===== config.mk =====
export PLATFORM = sky130hd
export DESIGN_NAME = cpu4_control_unit_flat
export DESIGN_NICKNAME = d
export VERILOG_FILES = /design/src/rtl/cpu4_pkg.sv /design/src/rtl/cpu4_control_unit_if.sv /design/src/rtl/cpu4_instr_decoder.sv /design/src/rtl/cpu4_control_unit.sv /design/src/flat_wrapper.sv
export SDC_FILE = /design/constraint.sdc
export NUM_CORES = 1
export LEC_CHECK = 0
export BUFFER_PORTS_ARGS = -buffer_cell sky130_fd_sc_hd__buf_2
export CAP_MARGIN = 20
export CORE_MARGIN = 4
export CORE_UTILIZATION = 40
export CTS_CLUSTER_SIZE = 8
export DETAILED_ROUTE_END_ITERATION = 16
export PLACE_DENSITY = 0.71
export SYNTH_ARGS = -nofsm -noshare
export SYNTH_HDL_FRONTEND = slang
export SYNTH_SLANG_ARGS = --single-unit

===== constraint.sdc =====
create_clock -name clk -period 1.4 [get_ports clk]
set_input_delay 0.14 -clock clk [delete_from_list [all_inputs] [get_ports clk]]
set_output_delay 0.14 -clock clk [all_outputs]
set_load 0.01 [all_outputs]

===== src/rtl/cpu4_pkg.sv =====
// Shared encodings for the 4-bit CPU: opcodes, control-unit states and ALU operations.
package cpu4_pkg;

  localparam int OPC_W_DEF  = 4;
  localparam int ADDR_W_DEF = 4;

  localparam logic [3:0] OP_NOP = 4'h0;
  localparam logic [3:0] OP_LDI = 4'h1;
  localparam logic [3:0] OP_ADD = 4'h2;
  localparam logic [3:0] OP_SUB = 4'h3;
  localparam logic [3:0] OP_JMP = 4'h4;
  localparam logic [3:0] OP_JZ  = 4'h5;
  localparam logic [3:0] OP_JNZ = 4'h6;
  localparam logic [3:0] OP_HLT = 4'hF;

  typedef enum logic [1:0] {
    ST_BOOT   = 2'b00,
    ST_FETCH  = 2'b01,
    ST_EXEC   = 2'b10,
    ST_HALTED = 2'b11
  } state_t;

  localparam logic [1:0] ALU_PASS = 2'b00;
  localparam logic [1:0] ALU_ADD  = 2'b01;
  localparam logic [1:0] ALU_SUB  = 2'b10;

endpackage


===== src/rtl/cpu4_control_unit_if.sv =====
// Program-counter control bundle; the control unit is master, the counter is slave.
// Handshake: no valid/ready; the counter samples these every rising edge with
// priority halt > jump_en > ir_load_en(+1) > hold, and jump_en/ir_load_en are never both high.
interface cpu4_control_unit_if
  import cpu4_pkg::*;
#(
  parameter int ADDR_W = ADDR_W_DEF
);
  logic              ir_load_en;
  logic              jump_en;
  logic [ADDR_W-1:0] jump_addr;
  logic              halt;

  modport master (output ir_load_en, output jump_en, output jump_addr, output halt);
  modport slave  (input ir_load_en, input jump_en, input jump_addr, input halt);
endinterface


===== src/rtl/cpu4_instr_decoder.sv =====
// Pure combinational opcode decode; the caller qualifies every output with the EXEC state.
module cpu4_instr_decoder
  import cpu4_pkg::*;
#(
  parameter int OPC_W = OPC_W_DEF
) (
  input  logic [OPC_W-1:0] opcode,
  input  logic             zero_flag,
  output logic             acc_load_en,
  output logic [1:0]       alu_op,
  output logic             jump_req,
  output logic             halt_req,
  output logic             illegal
);

  always_comb begin
    acc_load_en = 1'b0;
    alu_op      = ALU_PASS;
    jump_req    = 1'b0;
    halt_req    = 1'b0;
    illegal     = 1'b0;
    case (opcode)
      OPC_W'(OP_NOP): ;
      OPC_W'(OP_LDI): begin acc_load_en = 1'b1; alu_op = ALU_PASS; end
      OPC_W'(OP_ADD): begin acc_load_en = 1'b1; alu_op = ALU_ADD;  end
      OPC_W'(OP_SUB): begin acc_load_en = 1'b1; alu_op = ALU_SUB;  end
      OPC_W'(OP_JMP): jump_req = 1'b1;
      OPC_W'(OP_JZ):  jump_req = zero_flag;
      OPC_W'(OP_JNZ): jump_req = ~zero_flag;
      OPC_W'(OP_HLT): halt_req = 1'b1;
      default:        illegal  = 1'b1;
    endcase
  end

endmodule


===== src/rtl/cpu4_control_unit.sv =====
// Fetch/decode/execute sequencer: owns the IR and FSM and tells the PC when to step, jump or freeze.
module cpu4_control_unit
  import cpu4_pkg::*;
#(
  parameter int OPC_W  = OPC_W_DEF,
  parameter int ADDR_W = ADDR_W_DEF
) (
  input  logic                    clk,
  input  logic                    reset,
  input  logic [OPC_W+ADDR_W-1:0] instr_in,
  input  logic                    zero_flag,
  input  logic                    resume,
  cpu4_control_unit_if.master     pc,
  output logic                    acc_load_en,
  output logic [1:0]              alu_op,
  output logic [ADDR_W-1:0]       imm,
  output logic                    illegal_op,
  output logic [1:0]              state_out
);

  state_t                  state;
  logic [OPC_W+ADDR_W-1:0] ir;

  logic       dec_acc_load_en;
  logic [1:0] dec_alu_op;
  logic       dec_jump_req;
  logic       dec_halt_req;
  logic       dec_illegal;
  logic       in_exec;

  cpu4_instr_decoder #(.OPC_W(OPC_W)) u_decoder (
    .opcode      (ir[OPC_W+ADDR_W-1:ADDR_W]),
    .zero_flag   (zero_flag),
    .acc_load_en (dec_acc_load_en),
    .alu_op      (dec_alu_op),
    .jump_req    (dec_jump_req),
    .halt_req    (dec_halt_req),
    .illegal     (dec_illegal)
  );

  // resume is only looked at in HALTED, which guarantees at least one halted cycle.
  always_ff @(posedge clk or posedge reset) begin
    if (reset) begin
      state <= ST_BOOT;
      ir    <= '0;
    end else begin
      case (state)
        ST_BOOT:   state <= ST_FETCH;
        ST_FETCH: begin
          ir    <= instr_in;
          state <= ST_EXEC;
        end
        ST_EXEC:   state <= dec_halt_req ? ST_HALTED : ST_FETCH;
        ST_HALTED: if (resume) state <= ST_FETCH;
        default:   state <= ST_BOOT;
      endcase
    end
  end

  // Strobes come from state/IR only; JZ/JNZ additionally see the live zero_flag.
  assign in_exec        = (state == ST_EXEC);
  assign pc.ir_load_en  = (state == ST_FETCH);
  assign pc.jump_en     = in_exec & dec_jump_req;
  assign pc.halt        = (in_exec & dec_halt_req) | (state == ST_HALTED);
  assign pc.jump_addr   = ir[ADDR_W-1:0];
  assign acc_load_en    = in_exec & dec_acc_load_en;
  assign alu_op         = in_exec ? dec_alu_op : ALU_PASS;
  assign imm            = ir[ADDR_W-1:0];
  assign illegal_op     = in_exec & dec_illegal;
  assign state_out      = state;

endmodule

===== src/flat_wrapper.sv =====
// flat-port wrapper written by rule: the top's interface ports become plain ports
module cpu4_control_unit_flat import cpu4_pkg::*;
#(
  parameter int OPC_W  = OPC_W_DEF,
  parameter int ADDR_W = ADDR_W_DEF
)
  (clk, reset, instr_in, zero_flag, resume, acc_load_en, alu_op, imm, illegal_op, state_out, pc_ir_load_en, pc_jump_en, pc_jump_addr, pc_halt);
  cpu4_control_unit_if #(.ADDR_W(ADDR_W)) pc_i ();
  input  logic clk;
  input  logic reset;
  input  logic [OPC_W+ADDR_W-1:0] instr_in;
  input  logic zero_flag;
  input  logic resume;
  output logic acc_load_en;
  output logic [1:0] alu_op;
  output logic [ADDR_W-1:0] imm;
  output logic illegal_op;
  output logic [1:0] state_out;
  output wire logic [$bits(pc_i.ir_load_en)-1:0] pc_ir_load_en;
  output wire logic [$bits(pc_i.jump_en)-1:0] pc_jump_en;
  output wire logic [$bits(pc_i.jump_addr)-1:0] pc_jump_addr;
  output wire logic [$bits(pc_i.halt)-1:0] pc_halt;
  assign pc_ir_load_en = pc_i.ir_load_en;
  assign pc_jump_en = pc_i.jump_en;
  assign pc_jump_addr = pc_i.jump_addr;
  assign pc_halt = pc_i.halt;
  cpu4_control_unit #(.OPC_W(OPC_W), .ADDR_W(ADDR_W)) u_core (.clk(clk), .reset(reset), .instr_in(instr_in), .zero_flag(zero_flag), .resume(resume), .pc(pc_i), .acc_load_en(acc_load_en), .alu_op(alu_op), .imm(imm), .illegal_op(illegal_op), .state_out(state_out));
endmodule

* Word level (Yosys, flattened, before mapping)
Index checks and enable logic that the tools add are counted.
Storage, ports and cells: word-level logic and storage cells 32, output and inout port bits 17, input bits 12, flip-flop bits (word level) 10
Cells by class: multiplexer cells 9, equality and inequality tests 11, reductions and logical operators 4, bitwise operators 6
Operators by type and width (count):
- $eq 4x3->1 const B | 3
- $eq 4x2->1 const B | 2
- $pmux 2 s4 | 1
- $reduce_or 8->1 | 1
- $mux 2 | 3
- $and 1x1->1 | 4
- $eq 2x2->1 const B | 2
- $eq 4x1->1 const B | 1
- $eq 4x4->1 const B | 1
- $logic_not 4->1 | 1
- $pmux 2 s2 | 1
- $mux 1 | 3
- $pmux 1 s3 | 1
- $reduce_or 3->1 | 1
- $eq 2x1->1 const B | 1
- $logic_not 2->1 | 1
- $ne 2x2->1 const B | 1
- $not 1->1 | 1
- $or 1x1->1 | 1

* Depth between registers and ports, before layout
depth in word-level cells 4, gate-level depth with buffers 5, mapped depth without buffers 4

* Modules after synthesis
Synthesis repeated with hierarchy kept, for this count alone.
Unflattened totals: cell total of the unflattened synthesis 55, area total of the unflattened synthesis 640.6 µm²
By module, submodules not included:
- cpu4_control_unit | times used 1, cells each 44, seq. area each 250.2 µm², area an instance 576.8 µm²
- cpu4_instr_decoder | times used 1, cells each 11, seq. area each 0.0 µm², area an instance 63.8 µm²

* Least setup slack after synthesis
No wires, ideal clock.
kind reg-to-reg, from reg u_core.state[1], in the netlist u_core.state_out[1], to reg u_core.ir[0], required time 1.275 ns, arrival 1.273 ns, clock period less this slack 1.398 ns, path buffers 1, setup slack 0.002 ns, cell stages (with the launch flop) 5, cells stage by stage dfrtp_1 inv_1 ha_1 buf_2 mux2_2
Between the ends: word-level cells in the longest chain between the ends 1
RTL lines:
- from (decl) | RTL line cpu4_control_unit.sv:21 | state_t state;
- from (signal assigned) | RTL line cpu4_control_unit.sv:53 | ST_EXEC: state <= dec_halt_req ? ST_HALTED : ST_FETCH;
- $eq 2x1->1
- named net pc_ir_load_en | RTL line flat_wrapper.sv:19 | output wire logic [$bits(pc_i.ir_load_en)-1:0] pc_ir_load_en;
- to (signal assigned) | RTL line cpu4_control_unit.sv:50 | ir <= instr_in;
- to (decl) | RTL line cpu4_control_unit.sv:22 | logic [OPC_W+ADDR_W-1:0] ir;
The timed path passes the listed nets, and every way through them passes these cells. A chain may end at the register's enable or synchronous reset.

* Worst setup path after layout
from reg u_core.state[1], in the netlist u_core.state_out[1], to out pc_halt
Between the ends: word-level cells in the longest chain between the ends 3, elaborated cells on any way between the ends 4, classes of those cells eq/ne: 2; bitwise: 2
RTL lines:
- $eq 2x2->1 | RTL line cpu4_control_unit.sv:61 | assign in_exec = (state == ST_EXEC);
- $and 1x1->1 | RTL line cpu4_control_unit.sv:64 | assign pc.halt = (in_exec & dec_halt_req) | (state == ST_HALTED);
- $or 1x1->1 * | RTL line cpu4_control_unit.sv:64
- to (decl) | RTL line flat_wrapper.sv:22 | output wire logic [$bits(pc_i.halt)-1:0] pc_halt;
Every way passes the cells marked *; elsewhere a longest branch is shown, timed or not.

==> summary.txt <==
Critical path
  – Required @ worst endpoint: 1.26 ns
  – CP max FO: 4
  – CP Class: reg2out
  – Critical Path AT: 1.33 ns
  – CP max stage delay: 0.44 ns
  – CP Cell Sequence: ha_4 > buf_4 > a31o_2 > buf_6
  – Crit path max-delay family: flip-flops
  – Crit end category: primary output
  – Buffers & Inverters on Critical Path: 2
  – Critical path's slowest cell: dfrtp_2
  – Worst setup SP type: flop

Clocking
  – CTS tree: yes
  – Clk sink count: 10
  – Clock Path Buffers: 2
  – Register clock-pin slew on the reported worst setup and hold paths: 0.06 ns
  – Clock Root Buffer: clkbuf_4
  – Skew-Pair Late Insertion Delay: 0.25 ns
  – H-Tree Depth: 1
  – CTS buffer count: 3

Placed design
  – PortBufs: 28
  – Pre-CTS setup slack: -0.00822 ns
  – Final Wtd Congestion: 0.708
  – Placed insts: 89
  – Hpwl dp: 884 µm

Power
  – Total power: 1.87 mW
  – Internal power: 1.16 mW
  – Leak: 0.415 nW
  – Pwr dens: 2240 nW/µm²
  – Peak supply drop: 0.00106 V
  – Net load switching power: 0.711 mW
  – Logic pwr share: 57.7%
  – Clock Power Share: 9.4%
  – Seq pwr share: 32.9%
  – Net Sw Frac: 38.0%

Synthesis
  – Async S/R FF share, synth: 100%
  – Yosys reg bits: 10
  – Synth Cell Area: 608 µm²
  – Yosys cell types: 21
  – Share of the synthesized area in the top cell type: 41.2%
  – Most common cell in the netlist: dfrtp_1
  – Synthesized netlist cell count: 52
  – Syn Area/Cell: 11.7 µm²
  – YS warnings: 0
  – Seq/Total Area, Yosys: 41.2%
  – Post-synth top area cell: dfrtp_1
  – Post-synth net total: 68
  – EDFF count, synth: 0
  – Synth top area cells: dfrtp_1 41%, mux2_2 15%, buf_4 9.9%, ha_1 8.2%, buf_12 3.3%
  – Most common flop cell mapped by yosys: dfrtp_1
  – Commonest cells in the netlist: 10 x dfrtp_1, 8 x buf_4, 8 x mux2_2

STA
  – Final Hold Vio Count: 0
  – Setup violators final: 3
  – Hold WS: 0.122 ns
  – Slew Viols, Final: 0
  – Slew HR: 74.8%
  – Max Clock Freq: 681 MHz
  – Fin Setup TNS: -0.121 ns
  – Period utilisation layout: 105%
  – Clock period minus worst slack: 1.47 ns
  – RSZ-0062 raised after global routing: yes
  – Setup WS post-layout: -0.0686 ns
  – Clock Skews: 0.00118 ns
  – Tightest Pin Transition: 0.378 ns

Floorplanning
  – Die area: 2210 µm²
  – Initial cell density of the core: 44.5%
  – DIE WIDTH: 47.0 µm
  – IO Pins: 29
  – Die Y-Extent: 47.0 µm
  – Std-Cell Rows: 13
  – Placeable Area: 1370 µm²

Cells and area
  – Layout cells sized above 1: 72.8%
  – Fill count: 137
  – Register Area: 254 µm²
  – # diodes: 0
  – Fin nets: 99
  – Area grow syn2layout: 37.2%
  – Multi-input logic area: 309 µm²
  – Fin cells: 96

Global route
  – Largest net degree at the start of global routing: 11
  – Initial antenna violation count: 0
  – Congestion Overflow GR: 0
  – First-pass GRT wire length: 1920 µm
  – GRT Overall Usage: 12.4%
  – Vias in the first global route: 446

Detailed routing
  – Vias per cell: 4.84
  – Routed wire length per instance: 12.4 µm
  – First-pass detailed-route iteration total: 4
  – Post-route DRC: 0
  – Routed Antenna Nets: 0
  – Routed vias: 465
  – Final wirelength: 1190 µm
  – Initial DRC count: 14

Run status
  – Status: complete, but fails checks
  – Failing checks: setup timing

Flow run
  – Max-Cap Viols: 0

Hold path
  – Hold crit path type: in2reg
[registers in the layout (all words and copies together), names as in the netlist]
signal and cells:
u_core.ir 8, u_core.state_out 2
[layer usage]
metal,track usage [%],wire length (µm),vias up,share of wire (%)
met2,19.8,613,21,52
met4,6.63,0,0,0
met3,2.30,103,0,8.7
li1,-,-,232,-
met1,15.8,472,212,40
met5,0,0,-,0
[power groups by stage]
stage | clock network, mW | registers [mW] | logic (mW)
2_1_floorplan | 0 | 0.579 | 0.768
3_5_place_dp | 0 | 0.598 | 0.884
4_1_cts | 0.187 | 0.591 | 0.943
3_3_place_gp | 0 | 0.588 | 0.863
5_1_grt | 0.204 | 0.649 | 1.20
6_report | 0.177 | 0.615 | 1.08
[what timing repair did]
| item | 4_1_cts | 5_1_grt |
|---|---|---|
| setup endpoints to repair | 9 | 15 |
| setup buffers | 1 | 2 |
| pin swaps | 2 | 1 |
| hold buffers | 1 | 0 |
| gates resized for setup | 4 | 12 |
| hold endpoints to repair | 10 | 0 |
[cell type report]
| cell class | instances | area share (%) |
|---|---|---|
| sequential | 10 | 30.4 |
| inverter | 3 | 1.35 |
| tap | 15 | 2.25 |
| timing repair buffer | 36 | 26.2 |
| multi-input combinational | 29 | 37.0 |
| clock buffer | 3 | 2.70 |
[worst register-to-register path, stage by stage (launching register included)]
cell and delay (ns):
dfrtp_2 0.44, inv_1 0.12, ha_4 0.22, mux2_2 0.35
[logic make-up (layout without fill, tap and decap cells)]
logic type / Yosys count / in the layout / synth area share [%]
flip-flops: 10 / 10 / 41.2
AND/OR/NAND/NOR: 11 / 11 / 12.6
XOR/XNOR: 1 / 1 / 1.44
buffers and inverters: 13 / 42 / 15.8
multiplexers: 9 / 9 / 16.5
adder cells (fa/ha/maj): 4 / 4 / 8.23
AO/OA/AOI/OAI: 4 / 4 / 4.32
[path summary, 6_finish.rpt]
kind	startpoint	to	slack [ns]	cells past startpoint
max	u_core.state_out[1]$_DFFE_PP0P_	pc_halt	-0.07	4
min	instr_in[3]	u_core.ir[3]$_DFFE_PP0P_	0.12	2
max reg2reg	u_core.state_out[1]$_DFFE_PP0P_	u_core.ir[0]$_DFFE_PP0P_	0.16	3
min reg2reg	u_core.ir[3]$_DFFE_PP0P_	u_core.ir[3]$_DFFE_PP0P_	0.52	1
max in group asynchronous	reset	u_core.state_out[1]$_DFFE_PP0P_	0.69	3
min in group asynchronous	reset	u_core.ir[2]$_DFFE_PP0P_	0.42	3
[through the flow]
step	area, µm²	util, %
final	835	61.1
after CTS	769	56.3
after global routing	835	61.1
after global placement	712	52.1
after detailed placement	712	52.1
after floorplan	608	-
[placed cells by master, fill, tap and decap left out]
master,n
nand2b_1,2
and3_4,1
ha_1,1
nand2_4,1
o22ai_1,1
a31oi_1,1
dlygate4sd3_1,1
mux2i_1,1
ha_4,2
and4b_2,1
clkbuf_4,3
nor4_1,1
xor2_1,1
nor4b_2,2
a21oi_1,1
inv_2,1
nor2_1,2
buf_4,6
buf_2,26
and2_1,1
dfrtp_2,3
inv_1,2
buf_6,3
mux2_2,8
a31o_2,1
dfrtp_1,7
ha_2,1
Note: power is estimated with default switching activity, not from simulation.
